## src/rtl/seg_scan_ctrl.sv

```systemverilog
// rtl/seg_scan_ctrl.sv - 8-digit multiplexed 7-segment scan sequencer with double-buffered digit store
// Optional brightness dimming is enabled by defining SEG_DIM_EN.
module seg_scan_ctrl #(
  parameter int DIV   = 100000,
  parameter int BLANK = 16
) (
  input  logic       clk,
  input  logic       rst_n,
  input  logic       wr_valid,
  output logic       wr_ready,
  input  logic [2:0] wr_addr,
  input  logic [3:0] wr_data,
  input  logic       commit,
  output logic       commit_busy,
  input  logic [7:0] digit_en,
`ifdef SEG_DIM_EN
  input  logic [2:0] bright,
`endif
  output logic [7:0] AN,
  output logic [3:0] code,
  output logic [2:0] scan_idx,
  output logic       frame_done
);

  localparam int CW = (DIV > 1) ? $clog2(DIV) : 1;
  localparam logic [CW-1:0] LAST    = CW'(DIV - 1);
  localparam logic [CW-1:0] BLANK_C = CW'(BLANK);

  logic [CW-1:0] slot_cnt;
  logic [2:0]    idx;
  logic          commit_pending;
  logic [3:0]    shadow [8];
  logic [3:0]    active [8];

  logic          slot_end;
  logic          frame_end;
  logic          wr_fire;
  logic          lit;
  logic [7:0]    an_next;

  assign slot_end    = (slot_cnt == LAST);
  assign frame_end   = slot_end && (idx == 3'd7);
  assign wr_ready    = ~commit_pending;
  assign commit_busy = commit_pending;
  assign wr_fire     = wr_valid && wr_ready;
  assign scan_idx    = idx;

`ifdef SEG_DIM_EN
  localparam int STEP = (DIV - BLANK) / 8;

  logic [2:0]  bright_r;
  logic [31:0] show_ofs;
  logic [31:0] lit_lim;

  // Brightness is latched once per slot so a digit never changes duty mid-slot.
  always_ff @(posedge clk or negedge rst_n) begin
    if (!rst_n) begin
      bright_r <= 3'd0;
    end else if (slot_cnt == '0) begin
      bright_r <= bright;
    end
  end

  assign show_ofs = 32'(slot_cnt) - 32'(BLANK);
  assign lit_lim  = 32'(STEP) * (32'(bright_r) + 32'd1);
  assign lit      = (slot_cnt >= BLANK_C) && digit_en[idx] && (show_ofs < lit_lim);
`else
  assign lit      = (slot_cnt >= BLANK_C) && digit_en[idx];
`endif

  assign an_next = lit ? ~(8'b1 << idx) : 8'hFF;

  always_ff @(posedge clk or negedge rst_n) begin
    if (!rst_n) begin
      slot_cnt       <= '0;
      idx            <= 3'd0;
      AN             <= 8'hFF;
      code           <= 4'd0;
      frame_done     <= 1'b0;
      commit_pending <= 1'b0;
      for (int i = 0; i < 8; i++) begin
        shadow[i] <= 4'd0;
        active[i] <= 4'd0;
      end
    end else begin
      if (slot_end) begin
        slot_cnt <= '0;
        idx      <= idx + 3'd1;
      end else begin
        slot_cnt <= slot_cnt + CW'(1);
      end

      AN         <= an_next;
      code       <= active[idx];
      frame_done <= frame_end;

      if (wr_fire) begin
        shadow[wr_addr] <= wr_data;
      end

      // Swap only at the frame boundary so a frame never mixes old and new digits.
      if (frame_end && commit_pending) begin
        for (int i = 0; i < 8; i++) begin
          active[i] <= shadow[i];
        end
        commit_pending <= 1'b0;
      end else if (commit) begin
        commit_pending <= 1'b1;
      end
    end
  end

endmodule

```

## config.mk

```make
export PLATFORM = sky130hd
export DESIGN_NAME = seg_scan_ctrl
export DESIGN_NICKNAME = d
export VERILOG_FILES = /design/src/rtl/seg_scan_ctrl.sv
export SDC_FILE = /design/constraint.sdc
export NUM_CORES = 1
export LEC_CHECK = 0
export ABC_AREA = 1
export BUFFER_PORTS_ARGS = -buffer_cell sky130_fd_sc_hd__clkbuf_2
export CAP_MARGIN = 40
export CORE_MARGIN = 10
export CORE_UTILIZATION = 40
export CTS_CLUSTER_DIAMETER = 100
export DETAILED_ROUTE_END_ITERATION = 10
export PLACE_DENSITY = 0.64
export SYNTH_ARGS = -nofsm -noshare
export SYNTH_HDL_FRONTEND = slang
export SYNTH_SLANG_ARGS = --single-unit
```

## constraint.sdc

```tcl
create_clock -name clk -period 2.2 [get_ports clk]
set_input_delay 0.44 -clock clk [delete_from_list [all_inputs] [get_ports clk]]
set_output_delay 0.44 -clock clk [all_outputs]
set_load 0.03 [all_outputs]
```

======== Yosys cells after proc, flatten, opt, wreduce, memory -nomap -nowiden ========
Index checks and enable logic that the tools add are counted.
word-level totals
  flip-flop bits (word level) ............. 98
  bits of input ports ..................... 19
  logic and storage cells ................. 54
operators by class
  bitwise operators ....................... 4
  $lt $le $gt $ge ......................... 5
  equality and inequality tests ........... 2
  reductions and logical operators ........ 6
  shift operators ......................... 1
  mux-type cells .......................... 12
  add/sub/neg operators ................... 2
operators with widths
  kind                                                                     number
  32-bit bitwise mux                                                       1
  17-bit by 1-bit adder with 17-bit output (second input constant)         1
  17-bit equality test (second input constant)                             1
  17-bit by 5-bit >= comparator with 1-bit output (second input constant)  1
  17-bit 2-to-1 mux                                                        1
  4-bit binary-select mux with 3-bit select                                1
  4-bit demux with 3-bit select                                            1
  4-bit 2-to-1 mux                                                         3
  4-bit >= comparator (second input constant)                              2
  8-bit 2-to-1 mux                                                         1
  3-bit NOT with 4-bit output                                              2
  8-bit NOT                                                                1
  1-bit by 3-bit left shift with 8-bit output (first input constant)       1
  1-bit logical AND                                                        5
  3-bit by 4-bit < comparator with 1-bit output (second input constant)    1
  4-bit by 1-bit < comparator with 1-bit output (second input constant)    1
  3-bit by 1-bit adder with 3-bit output (second input constant)           1
  1-bit binary-select mux with 3-bit select                                1
  3-bit equality test (second input constant)                              1
  1-bit 2-to-1 mux                                                         3
  2-bit nonzero test                                                       1
  1-bit NOT                                                                1

======== Depth between registers and ports, before layout ========
  word-level depth ........................ 6
  gate-level depth with buffers ........... 9
  gate-level depth less buffers ........... 9

======== Worst setup path after synthesis ========
OpenSTA, ideal clock, no wires.
  path type ............................... reg-to-reg
  start point ............................. register idx[0] (netlist: scan_idx[0])
  end point ............................... register active[0] (netlist name)
  required time ........................... 2083 ps
  setup slack ............................. 602 ps
  arrival time ............................ 1481 ps
  stages on the path, launching flop included .. 8
  period minus slack after synthesis ...... 1598 ps
  path through ............................ dfrtp_1 > ha_1 > ha_1 > buf_2 > nand4_4 > buf_6 > nand2_1 > nand2_1
on the way
  cells in the longest elaborated chain, start to end .. 3
RTL lines
  what                           RTL line  text
  start, declared                30        logic [2:0] idx;
  start signal, assigned         88        idx <= idx + 3'd1;
  3-bit equality test            42        assign frame_end = slot_end && (idx == 3'd7);
  1-bit logical AND              42
  1-bit logical AND              102       if (frame_end && commit_pending) begin
  end signal, assigned by index  104       active[i] <= shadow[i];
  end, declared                  33        logic [3:0] active [8];
No other way between the ends.
A chain may end at the register's enable or synchronous reset.

======== Worst setup path after layout ========
  start point ............................. register slot_cnt[1]
  end point ............................... register active[3] (netlist name)
on the way
  cells in the longest elaborated chain, start to end .. 3
RTL lines
  what                    RTL line  text
  start, declared         29        logic [CW-1:0] slot_cnt;
  start signal, assigned  90        slot_cnt <= slot_cnt + CW'(1);
  17-bit equality test    41        assign slot_end = (slot_cnt == LAST);
  1-bit logical AND       42
  1-bit logical AND       102
No other way between the ends.

==> out/metrics.sh <==
FINALWORSTPATHREQUIREDPERIOD_NS=1.851
FIN_SKEW_NS=0.01123
FINALHOLDVIOLATIONS=0
WORST_SETUP_PATH_START_KIND='flop'
INITIAL_UTILIZATION=0.4093
POST-CTS-SETUP-BUFFER-COUNT=0
YS_TYPES=29
AREAGROWTHSYNTHTOFINISH_PCT=12.72
NUMCTSBUFFERS=9
SYNTH_SEQUENTIAL_AREA_RATIO=0.5269
CORE_UM2=11420
LAYOUT.CELLS.MOST_COMMON='nand2_1'
OVERFLOW=0
FLOORPLAN.DIE_AREA_UM2=16410
OUTCOME='finished clean'
PIN_COUNT_OF_THE_BIGGEST_NET_ENTERING_GLOBAL_ROUTING=63
CPPEAKSTAGEDELAY_NS=0.39
POWER.SHARE.CLOCK=0.463
PATH_CELLS='ha_1 -> nand2_4 -> nor2_8 -> nand3_2 -> nor2_2 -> nand4_4 -> nand2_1 -> nand2_1'
FINAL.HOLD.WORST_SLACK_NS=0.02793
NUMBER_OF_FILL_CELLS=1107
CAP_VIOL_MAX_COUNT=0
CRITICAL_PATH_REQUIRED_NS=2.44
GLOBAL_ROUTE_WIRE_LENGTH_BEFORE_REPAIR_MM=18.06
TIGHTEST_SLEW_NS=0.4795
WL_MM=10.71
DIE_WIDTH_UM=128.1
CRIT-REG2REG-LAUNCH='slot_cnt[1]$_DFF_PN0_'
CTS.REPORTEDPATHS.CLKPINSLEW_NS=0.08
DETAIL-ROUTE-ANTENNA-NETS=0
R2R.WORST_PATH.CELLS=8
LEAKAGEPOWER_uW=0.002721
SYNTH_AREA_PER_CELL_UM2=8.638
FINISH.CELL_COUNT_WITHOUT_FILLERS=723
VIA_COUNT_OF_THE_FIRST_GLOBAL_ROUTING_PASS=3550
CTSHTREEMAXLEVEL=3
CELLPOWERDENSITY_nW_PER_UM2=681.1
GP_CONGESTION=0.8777
WORST_SETUP_PATH_STARTPOINT='slot_cnt[1]$_DFF_PN0_'
INTPOWER_uW=2760
NUMBER_OF_INSTANCES_RESIZED_DURING_POST_CTS_REPAIR=0
HOLD_BUFFERS=0
ANTENNA_VIOLATIONS_BEFORE_REPAIR=0
PLACEDCELLCOUNT=707
SETUP_VIOL=0
MAXIMUM_NUMBER_OF_BUFFERS_FROM_CLOCK_ROOT_TO_SINK=2
CRITPATHSLOWESTCELL='nand4_4'
P_SEQ_FRAC=0.510
CLK_ROOT_BUFFER_CELL='clkbuf_16'
CRITICAL_PATH_CLASS='reg -> reg'
VIA_COUNT=3737
CP_COMMON_CELL='nand2_1'
SYN-CELL-AREA_UM2=4673
FINAL_LAYOUT_SIZE_SUFFIX_GT1_FRAC=0.1621
CRIT_PATH_END_KIND='flop'
REG2REG_SETUP_SLACK_NS=0.35
GLOBALROUTETOTALUTIL=0.1357
F_MAX_MHz=540.2
SWITCHING_SHARE=0.2307
INSERTION_DELAY_NS=0.35
ROW_COUNT=39
GATE_COUNT_POST_SYNTH=541
WL_PER_CELL_UM=14.81
POST_LAYOUT_POWER_uW=3587
MAXSLEWVIOLCOUNT=0
TIMING.SETUP.TNS_NS=0
NUMBER_OF_PLACED_I_O_PINS=37
VIASPERCELL=5.169
DRT_ITER0_DRC=280
HOLD_REMOVAL_PATH_CLASS='in -> async'
IRDROPWORSTVDD_mV=0.3395
DIE_Y_UM=128.1
GRT_SETUP_UNREPAIRED='no'
FIRST_PASS_ITERATION_COUNT_OF_THE_DETAILED_ROUTER=5
CRIT_PATH_MAX_FANOUT=32
DP_HPWL_MM=7.603
TRITONCTS_CLOCK_TREE='built'
CTS_SINKS=98
NUM_ANTENNA_CELLS=0
POWER.SWITCHING_uW=827.5
DRT_DRC_VIOLATIONS_LEFT=0
YOSYSWARNINGS=0
P_COMB_FRAC=0.027
NUMPORTBUFFERS=36
SYN_NETS=568
CRIT_ARRIVAL_NS=2.09
FINAL_CYCLE_UTILIZATION_OF_THE_CRITICAL_PATH=0.8414
REL_SLEW_SLACK=0.6797
SYNTH_SEQ_CELLS=98
FINISH.NET_COUNT=602
FINAL_CELL_MIX='143 x nand2_1, 90 x dfrtp_1, 74 x nor2_1'
## critical path: cells and delay by family (launching register included)
kind,cells,cell delay [ns]
and+or+nand+nor,7,1.12
DFF,1,0.37
adders and majority gates,1,0.25
## cells in the mapped netlist (all sizes together)
cell / n / share of area
inv: 43 / 0.035
dfstp: 8 / 0.045
clkinv: 1 / 0.0011
o21ai: 41 / 0.044
dfrtp: 90 / 0.48
clkbuf: 4 / 0.0054
nand2: 145 / 0.12
xor2: 8 / 0.015
nand4: 44 / 0.067
a21oi: 14 / 0.015
ha: 8 / 0.021
nor2: 84 / 0.079
nor3: 6 / 0.0088
o22ai: 8 / 0.011
nand3: 20 / 0.025
buf: 17 / 0.029
## through the flow
step | util | setup WS [ns] | instance area (µm²)
2_1_floorplan | - | 0.6019 | 4673
3_3_place_gp | 0.4334 | 0.4166 | 4949
3_5_place_dp | 0.4334 | 0.3768 | 4949
4_1_cts | 0.4613 | 0.3720 | 5268
5_1_grt | 0.4613 | 0.1762 | 5268
6_report | 0.4613 | 0.3490 | 5268
## cells by family (layout without fill, tap and decap cells)
group	after synthesis	after routing	synth area share
simple gates	299	299	0.2975
xor+xnor	8	8	0.01499
fa+ha+maj	8	8	0.02142
flops	98	98	0.5269
compound gates	63	63	0.06961
buf+inv	65	104	0.06961
## worst paths after layout
| check | endpoint |
|---|---|
| max | active[3]$_DFFE_PN0P_ |
| max in group asynchronous | AN[6]$_DFF_PN1_ |
| max reg2reg | active[3]$_DFFE_PN0P_ |
| min | shadow[24]$_DFFE_PN0P_ |
| min reg2reg | active[22]$_DFFE_PN0P_ |
| min in group clk | commit_busy$_DFFE_PN0P_ |
## per-layer routing
layer / vias up / routed length, µm / GRT usage / share of wire
met3: 19 / 764 / 0.04136 / 0.071
li1: 1835 / - / - / -
met1: 1766 / 5065 / 0.1878 / 0.47
met5: - / 0 / 0 / 0
met4: 0 / 194 / 0.05364 / 0.018
met2: 117 / 4682 / 0.1930 / 0.44
## power by group through the flow
stage | Combinational [µW] | Clock [µW] | Sequential, µW
2_1_floorplan | 26.7 | 0 | 1860
3_3_place_gp | 95.7 | 0 | 1860
3_5_place_dp | 99.3 | 0 | 1870
4_1_cts | 99.9 | 1690 | 1830
5_1_grt | 113 | 1780 | 1830
6_report | 96.8 | 1660 | 1830
## flip-flops by register name (all words and copies together), names as in the netlist
| signal | flops |
|---|---|
| frame_done | 1 |
| scan_idx | 3 |
| slot_cnt | 17 |
| commit_busy | 1 |
| AN | 8 |
| shadow | 32 |
| code | 4 |
| active | 32 |
## final cells by class
class	instances	area (µm²)	share of cell area
sequential	98	2462	0.4675
multi-input combinational	378	1886	0.3580
timing repair buffer	44	255.2	0.04846
clock buffer	9	225.2	0.04276
tap	143	178.9	0.03397
inverter	44	166.4	0.03159
clock inverter	7	93.84	0.01781
No activity file was read; power rests on OpenSTA's default activity.
